File: src/rtl/fetch_queue_if.sv
// Bundle of the fetch-queue control, upstream slot, decode-side and status signals.
// The slave modport is the queue's view; master is the driver/observer side.
interface fetch_queue_if #(
  parameter int DEPTH = 4
);
  localparam int CW = $clog2(DEPTH) + 1;

  logic          clk_en;
  logic          flush;
  logic          in_bubble;
  logic [31:0]   in_pc;
  logic [7:0]    in_exc;
  logic [31:0]   in_inst;
  logic          dec_stall;
  logic          out_bubble;
  logic [31:0]   out_pc;
  logic [31:0]   out_inst;
  logic [7:0]    out_exc;
  logic          fetch_stall;
  logic [CW-1:0] count;
  logic          overflow;

  modport slave (
    input  clk_en, flush, in_bubble, in_pc, in_exc, in_inst, dec_stall,
    output out_bubble, out_pc, out_inst, out_exc, fetch_stall, count, overflow
  );

  modport master (
    output clk_en, flush, in_bubble, in_pc, in_exc, in_inst, dec_stall,
    input  out_bubble, out_pc, out_inst, out_exc, fetch_stall, count, overflow
  );
endinterface

File: src/rtl/fetch_queue.sv
// Instruction fetch queue between the second fetch stage and decode: circular buffer
// with separate occupancy count, early fetch back-pressure and a sticky overflow flag.
module fetch_queue #(
  parameter int DEPTH = 4
) (
  input  logic         clk,
  input  logic         rst_n,
  fetch_queue_if.slave bus
);
  localparam int PW = $clog2(DEPTH);
  localparam int CW = PW + 1;

  logic [PW-1:0] rd_ptr_q, rd_ptr_d;
  logic [PW-1:0] wr_ptr_q, wr_ptr_d;
  logic [CW-1:0] count_q, count_d;
  logic          ovf_q, ovf_d;

  logic [31:0] pc_mem_q   [DEPTH];
  logic [31:0] inst_mem_q [DEPTH];
  logic [7:0]  exc_mem_q  [DEPTH];

  logic active, empty, full, push_req, push, pop;

  assign active   = bus.clk_en && !bus.flush;
  assign empty    = (count_q == '0);
  assign full     = (count_q == CW'(DEPTH));
  assign push_req = active && !bus.in_bubble;
  assign pop      = active && !bus.dec_stall && !empty;
  // A full queue still accepts a push when the head leaves in the same cycle.
  assign push     = push_req && (!full || pop);

  always_comb begin
    rd_ptr_d = rd_ptr_q;
    wr_ptr_d = wr_ptr_q;
    count_d  = count_q;
    ovf_d    = ovf_q;
    if (bus.clk_en && bus.flush) begin
      rd_ptr_d = '0;
      wr_ptr_d = '0;
      count_d  = '0;
    end else begin
      if (push) wr_ptr_d = wr_ptr_q + PW'(1);
      if (pop)  rd_ptr_d = rd_ptr_q + PW'(1);
      if (push && !pop)      count_d = count_q + CW'(1);
      else if (pop && !push) count_d = count_q - CW'(1);
      if (push_req && !push) ovf_d = 1'b1;
    end
  end

  always_ff @(posedge clk) begin
    if (!rst_n) begin
      rd_ptr_q <= '0;
      wr_ptr_q <= '0;
      count_q  <= '0;
      ovf_q    <= 1'b0;
    end else begin
      rd_ptr_q <= rd_ptr_d;
      wr_ptr_q <= wr_ptr_d;
      count_q  <= count_d;
      ovf_q    <= ovf_d;
    end
  end

  // Storage is not reset; occupancy alone decides what is valid.
  always_ff @(posedge clk) begin
    if (rst_n && push) begin
      pc_mem_q[wr_ptr_q]   <= bus.in_pc;
      inst_mem_q[wr_ptr_q] <= bus.in_inst;
      exc_mem_q[wr_ptr_q]  <= bus.in_exc;
    end
  end

  assign bus.out_bubble  = empty || bus.flush;
  assign bus.out_pc      = empty ? 32'd0 : pc_mem_q[rd_ptr_q];
  assign bus.out_inst    = empty ? 32'd0 : inst_mem_q[rd_ptr_q];
  assign bus.out_exc     = empty ? 8'd0  : exc_mem_q[rd_ptr_q];
  // Two slots stay free for requests already inside the two-cycle memory pipeline.
  assign bus.fetch_stall = (count_q >= CW'(DEPTH - 2));
  assign bus.count       = count_q;
  assign bus.overflow    = ovf_q;
endmodule

File: src/flat_wrapper.sv
// flat-port wrapper written by rule: the top's interface ports become plain ports
module fetch_queue_flat 
#(
  parameter int DEPTH = 4
)
  (clk, rst_n, bus_clk_en, bus_flush, bus_in_bubble, bus_in_pc, bus_in_exc, bus_in_inst, bus_dec_stall, bus_out_bubble, bus_out_pc, bus_out_inst, bus_out_exc, bus_fetch_stall, bus_count, bus_overflow);
  fetch_queue_if #(.DEPTH(DEPTH)) bus_i ();
  input  logic clk;
  input  logic rst_n;
  input wire logic [$bits(bus_i.clk_en)-1:0] bus_clk_en;
  input wire logic [$bits(bus_i.flush)-1:0] bus_flush;
  input wire logic [$bits(bus_i.in_bubble)-1:0] bus_in_bubble;
  input wire logic [$bits(bus_i.in_pc)-1:0] bus_in_pc;
  input wire logic [$bits(bus_i.in_exc)-1:0] bus_in_exc;
  input wire logic [$bits(bus_i.in_inst)-1:0] bus_in_inst;
  input wire logic [$bits(bus_i.dec_stall)-1:0] bus_dec_stall;
  output wire logic [$bits(bus_i.out_bubble)-1:0] bus_out_bubble;
  output wire logic [$bits(bus_i.out_pc)-1:0] bus_out_pc;
  output wire logic [$bits(bus_i.out_inst)-1:0] bus_out_inst;
  output wire logic [$bits(bus_i.out_exc)-1:0] bus_out_exc;
  output wire logic [$bits(bus_i.fetch_stall)-1:0] bus_fetch_stall;
  output wire logic [$bits(bus_i.count)-1:0] bus_count;
  output wire logic [$bits(bus_i.overflow)-1:0] bus_overflow;
  assign bus_i.clk_en = bus_clk_en;
  assign bus_i.flush = bus_flush;
  assign bus_i.in_bubble = bus_in_bubble;
  assign bus_i.in_pc = bus_in_pc;
  assign bus_i.in_exc = bus_in_exc;
  assign bus_i.in_inst = bus_in_inst;
  assign bus_i.dec_stall = bus_dec_stall;
  assign bus_out_bubble = bus_i.out_bubble;
  assign bus_out_pc = bus_i.out_pc;
  assign bus_out_inst = bus_i.out_inst;
  assign bus_out_exc = bus_i.out_exc;
  assign bus_fetch_stall = bus_i.fetch_stall;
  assign bus_count = bus_i.count;
  assign bus_overflow = bus_i.overflow;
  fetch_queue #(.DEPTH(DEPTH)) u_core (.clk(clk), .rst_n(rst_n), .bus(bus_i));
endmodule
File: config.mk
export PLATFORM = sky130hd
export DESIGN_NAME = fetch_queue_flat
export DESIGN_NICKNAME = d
export VERILOG_FILES = /design/src/rtl/fetch_queue_if.sv /design/src/rtl/fetch_queue.sv /design/src/flat_wrapper.sv
export SDC_FILE = /design/constraint.sdc
export NUM_CORES = 1
export LEC_CHECK = 0
export ABC_AREA = 1
export ABC_CLOCK_PERIOD_IN_PS = 7150
export CORE_UTILIZATION = 40
export CTS_BUF_LIST = sky130_fd_sc_hd__clkbuf_16
export DETAILED_ROUTE_END_ITERATION = 10
export PLACE_DENSITY = 0.69
export SYNTH_ARGS = -nofsm -noshare
export SYNTH_HDL_FRONTEND = slang
export SYNTH_SLANG_ARGS = --single-unit
File: constraint.sdc
create_clock -name clk -period 7.15 [get_ports clk]
set_clock_uncertainty 0.2 [all_clocks]
set_input_delay 1.7875 -clock clk [delete_from_list [all_inputs] [get_ports clk]]
set_output_delay 1.7875 -clock clk [all_outputs]
set_load 0.005 [all_outputs]
== Yosys cells after proc, flatten, opt, wreduce, memory -nomap -nowiden ==
Memory sizes are Yosys's and may differ from the RTL's. A register that Yosys moved wholly into a read port is not among the register bits.
Index checks and enable logic that the tools add are counted.

* Output and inout port bits: 78
* RAM bits: 288
* Input port bits: 78
* Memories: 3
* Register bits: 8
* Word-level logic and storage cells: 51

* Mux-type cells: 13
* Bitwise logic cells: 2
* Equality and inequality tests: 1
* Add/sub/neg operators: 4
* Magnitude comparators: 1
* Reductions and logical operators: 23

{| class="wikitable"
|+ Memory list
! name !! depth !! bits a word !! read ports !! clocked after Yosys merged registers in !! wr ports !! line !! RTL
|-
| u_core.inst_mem_q || 4 || 32 || 1 || 1 || 1 || fetch_queue.sv:19 || <nowiki>logic [31:0] inst_mem_q [DEPTH];</nowiki>
|-
| u_core.pc_mem_q || 4 || 32 || 1 || 1 || 1 || fetch_queue.sv:18 || <nowiki>logic [31:0] pc_mem_q [DEPTH];</nowiki>
|-
| u_core.exc_mem_q || 4 || 8 || 1 || 1 || 1 || fetch_queue.sv:20 || <nowiki>logic [7:0] exc_mem_q [DEPTH];</nowiki>
|}

{| class="wikitable"
|+ Operators by type and width
! cell !! number
|-
| 32-bit two-way mux || 2
|-
| 2-bit two-way mux || 6
|-
| 1-bit logical AND || 10
|-
| 8-bit two-way mux || 1
|-
| 1-bit logical NOT || 7
|-
| 3-bit two-way mux || 2
|-
| 2-bit by 1-bit adder with 2-bit output (second input constant) || 2
|-
| 3-bit by 1-bit adder with 3-bit output (second input constant) || 1
|-
| 3-bit equality test (second input constant) || 1
|-
| 3-bit by 2-bit greater-or-equal comparator with 1-bit output (second input constant) || 1
|-
| 3-bit logical NOT || 1
|-
| 3-bit by 1-bit subtractor with 3-bit output (second input constant) || 1
|-
| 1-bit logical OR || 2
|-
| 1-bit two-way mux || 2
|-
| 1-bit inverter || 2
|-
| 2-bit AND reduction || 1
|-
| 2-bit nonzero test || 1
|-
| 2-bit OR reduction || 1
|}

== Longest topological paths before layout ==
* Depth after elaboration: 10
* Depth in mapped cells: 13
* Mapped depth without buffers: 13

== Worst setup path after synthesis ==
Ideal clock, no wire load.

* Kind: input to register
* Start point: input port bus_flush
* End point: memory u_core.exc_mem_q[0][0] (enable)
* Required time: 6.447 ns
* Arrival time: 5.307 ns
* Cell stages on the path: 3
* Buffers on the path: 0
* Library setup time: 0.503 ns
* Slack: 1.141 ns
* Cell sequence: nor3_2 -> nand3_1 -> nor2_1

* Word-level cells in the longest chain between the ends: 9
* Elaborated cells on any way between the ends: 10
* Those cells by class: 2 x mux; 8 x reduce/logical

{| class="wikitable"
|+ RTL lines
! element !! line !! RTL
|-
| from (decl) || flat_wrapper.sv:11 || <nowiki>input wire logic [$bits(bus_i.flush)-1:0] bus_flush;</nowiki>
|-
| 1-bit logical NOT (*) || fetch_queue.sv:24 || <nowiki>assign active = bus.clk_en && !bus.flush;</nowiki>
|-
| 1-bit logical AND (*) || fetch_queue.sv:24 ||
|-
| 1-bit logical AND (2 in series) || fetch_queue.sv:28 || <nowiki>assign pop = active && !bus.dec_stall && !empty;</nowiki>
|-
| 1-bit logical OR || fetch_queue.sv:30 || <nowiki>assign push = push_req && (!full || pop);</nowiki>
|-
| 1-bit logical AND (*) || fetch_queue.sv:30 ||
|-
| 1-bit logical AND (*) || fetch_queue.sv:66 || <nowiki>if (rst_n && push) begin</nowiki>
|-
| 1-bit two-way mux (*) || fetch_queue.sv:66 ||
|-
| 1-bit two-way mux (not written as such) (*) || fetch_queue.sv:69 || <nowiki>exc_mem_q[wr_ptr_q] <= bus.in_exc;</nowiki>
|-
| to (decl) || fetch_queue.sv:20 ||
|}

Every way passes the cells marked *; elsewhere a longest branch is shown, timed or not.

==> reports/qor.yml <==
outcome:
  outcome: "finished clean"
critical_path:
  cp.arrival_ps: 3390
  start_kind: "register"
  crit_required_ps: 5160
  r2r_start: "u_core.bus.count[0]$_SDFFE_PP0P_"
  critical_path.endpoint: "bus_out_inst[2]"
  worstSetupPathType: "reg -> out"
  rr_worst_depth: 7
  path_max_fanout: 103
  r2r_setup_slack_ps: 4350
  endpoint_kind: "primary output"
  r2r-end: "u_core.pc_mem_q[0][19]$_DFFE_PP_"
sta:
  period_share_pct: 75.26
  setup_violations: 0
  layout_min_cycle_time_ps: 5381
  hold_viol: 0
  worst_pin_slew_ps: 1173
  fin_tns_setup_ps: 0
  slew_headroom_pct: 21.81
  slew_violations: 0
  fmax_mhz: 185.8
  rsz0062_at_grt: "no"
yosys:
  postSynthAreaPerCell_um2: 12.55
  syn-num-nets: 1017
  yosysWarningCount: 0
  yosysUniqueCellTypes: 23
  netlist_area_um2: 11700
  ys_seq_area_share_pct: 75.60
  ys_ff_latch: 298
  syn_inst: 933
clocking:
  htreeDepth: 1
  cts_hold_repair.buffers: 0
  cts_root_buf: "clkbuf_16"
  clk_pin_slew_ps: 60
  cts-resized-gates: 0
  cts_buffers: 30
  cts_sinks: 298
  cts_setup_buffers: 0
  cts_buffer_depth: 3
  clk_latency_ps: 530
  cts_tree: "yes"
pwr:
  power_density_nw_per_um2: 252.7
  p_total_mw: 3.671
  ir_drop_v: 0.0001521
  leakage_nw: 4.829
placed_design:
  portBuffers: 155
  place.gp.congestion: 0.6875
  hpwl_um: 13270
  placed_area_um2: 13550
final_layout:
  synthToLayoutAreaGrowth_pct: 24.12
  fill_cells: 2406
  drive_gt1_share_pct: 6.182
  fin_nets: 1161
  finalInstanceArea_um2: 14530
global_route:
  grt_pass1_wl_um: 39430
  grt_usage_pct: 16.77
  grt_start_max_net_pins: 124
  grt_pass1_vias: 7217
  antenna_found_initial: 3
  gr-total-overflow: 0
min_path:
  min_path_type: "reg -> reg"
route:
  drt_first_iter_violations: 461
  finalWirelength_um: 25340
  firstDrtPassIters: 5
  ant_nets: 0
  routed_via_density: 4.968
  drc: 0
  vias: 7383
  wl_per_cell_um: 17.06
die:
  coreArea_um2: 28780
  chipHeight_um: 173.1
  dieArea_um2: 29950
  pin_count: 156
  dieWidth_um: 173.1
  initial_core_util_pct: 40.67
  row_count: 62
job:
  maxCapViolations: 0
layout make-up:
type | instances | area (um2) | share of cell area [%]
repair buffers | 165 | 1627 | 11.20
clock inverters | 24 | 198.9 | 1.369
multi-input cells | 560 | 2500 | 17.21
diodes | 2 | 5.005 | 0.03445
flip-flops and latches | 298 | 8856 | 60.96
clock buffers | 31 | 775.7 | 5.340
well taps | 384 | 480.5 | 3.307
inverters | 22 | 85.08 | 0.5857
layer usage:
layer,vias up,GRT usage (%),routed length (um)
met5,-,0,0
met4,0,4.167,512
met3,42,3.012,1445
met2,226,28.06,12240
met1,3531,22.70,11140
li1,3584,-,-
flip-flops by register name, indices dropped and copies added, names as in the netlist, named ones only:
name / cells
u_core.exc_mem_q: 32
u_core.wr_ptr_q: 2
u_core.inst_mem_q: 128
u_core.bus.overflow: 1
u_core.rd_ptr_q: 2
u_core.bus.count: 3
u_core.pc_mem_q: 128
power breakdown:
part	switching [mW]	internal, mW	total, mW
combinational	0.109	0.111	0.220
clock	0.627	0.893	1.52
sequential	0.00545	1.93	1.93
worst min path at each step:
| stage | endpoint | cells after the start | slack (ps) | from |
|---|---|---|---|---|
| after floorplan | u_core.bus.overflow$_SDFFE_PN0P_ | 2 | 240 | u_core.bus.overflow$_SDFFE_PN0P_ |
| after global placement | u_core.bus.overflow$_SDFFE_PN0P_ | 2 | 240 | u_core.bus.overflow$_SDFFE_PN0P_ |
| after detailed placement | u_core.bus.overflow$_SDFFE_PN0P_ | 2 | 250 | u_core.bus.overflow$_SDFFE_PN0P_ |
| after CTS | u_core.bus.overflow$_SDFFE_PN0P_ | 2 | 260 | u_core.bus.overflow$_SDFFE_PN0P_ |
| after global routing | u_core.bus.overflow$_SDFFE_PN0P_ | 2 | 290 | u_core.bus.overflow$_SDFFE_PN0P_ |
| final | u_core.bus.overflow$_SDFFE_PN0P_ | 2 | 250 | u_core.bus.overflow$_SDFFE_PN0P_ |
layout by cell type, fill, tap and decap left out, types with 3 or more instances in the layout:
cell type,synthesis,layout
nor2_1,297,293
edfxtp_1,288,288
clkdlybuf4s50_1,0,155
o21ai_0,84,84
a21oi_1,82,82
o21ai_1,60,60
clkbuf_16,0,31
inv_1,19,21
nand2_1,19,19
buf_4,1,10
clkinv_2,0,9
dfxtp_1,10,8
nand3_1,7,7
clkinv_1,0,6
ha_1,5,5
nor2_4,0,4
bufinv_16,0,3
cells in the mapped netlist, drive strengths merged:
cell type  instances  share of area [%]
nor3               2               0.13
buf               30                1.8
a21oi             82                3.5
o21ai            144                6.2
clkbuf            23               0.79
dfxtp             10                1.7
inv               22               0.73
and2               1              0.053
fa                 1               0.17
nand3              7               0.30
nor2             297                9.5
ha                 5               0.53
or2                1              0.053
nand3b             1              0.064
nand2             19               0.61
edfxtp           288                 74
critical path: stages, from the launching register on:
cell and delay, ps:
dfxtp_4 660, buf_4 940, nor2_1 110, nor2_1 110, o21ai_0 90, a21oi_1 350
clkdlybuf4s50_1 580
metrics by stage:
step / hold slack (ps) / utilization (%) / setup WS, ps / std cells
finish: 254.1 / 50.48 / 1769 / 1486
detailed placement: 250.7 / 47.07 / 2189 / 1429
global placement: 244.0 / 47.07 / 2180 / 1429
global route: 286.7 / 50.47 / 1467 / 1485
CTS: 261.7 / 50.46 / 1708 / 1484
floorplan: 243.0 / - / 1141 / 933
cells by family after synthesis:
kind of cell             share of synthesized area [%]
AO/OA/AOI/OAI                                    9.663
adder cells (fa/ha/maj)                         0.7055
flip-flops                                       75.60
AND/OR/NAND/NOR                                  10.73
buffers and inverters                            3.303
(Power assumes the default switching activity.)
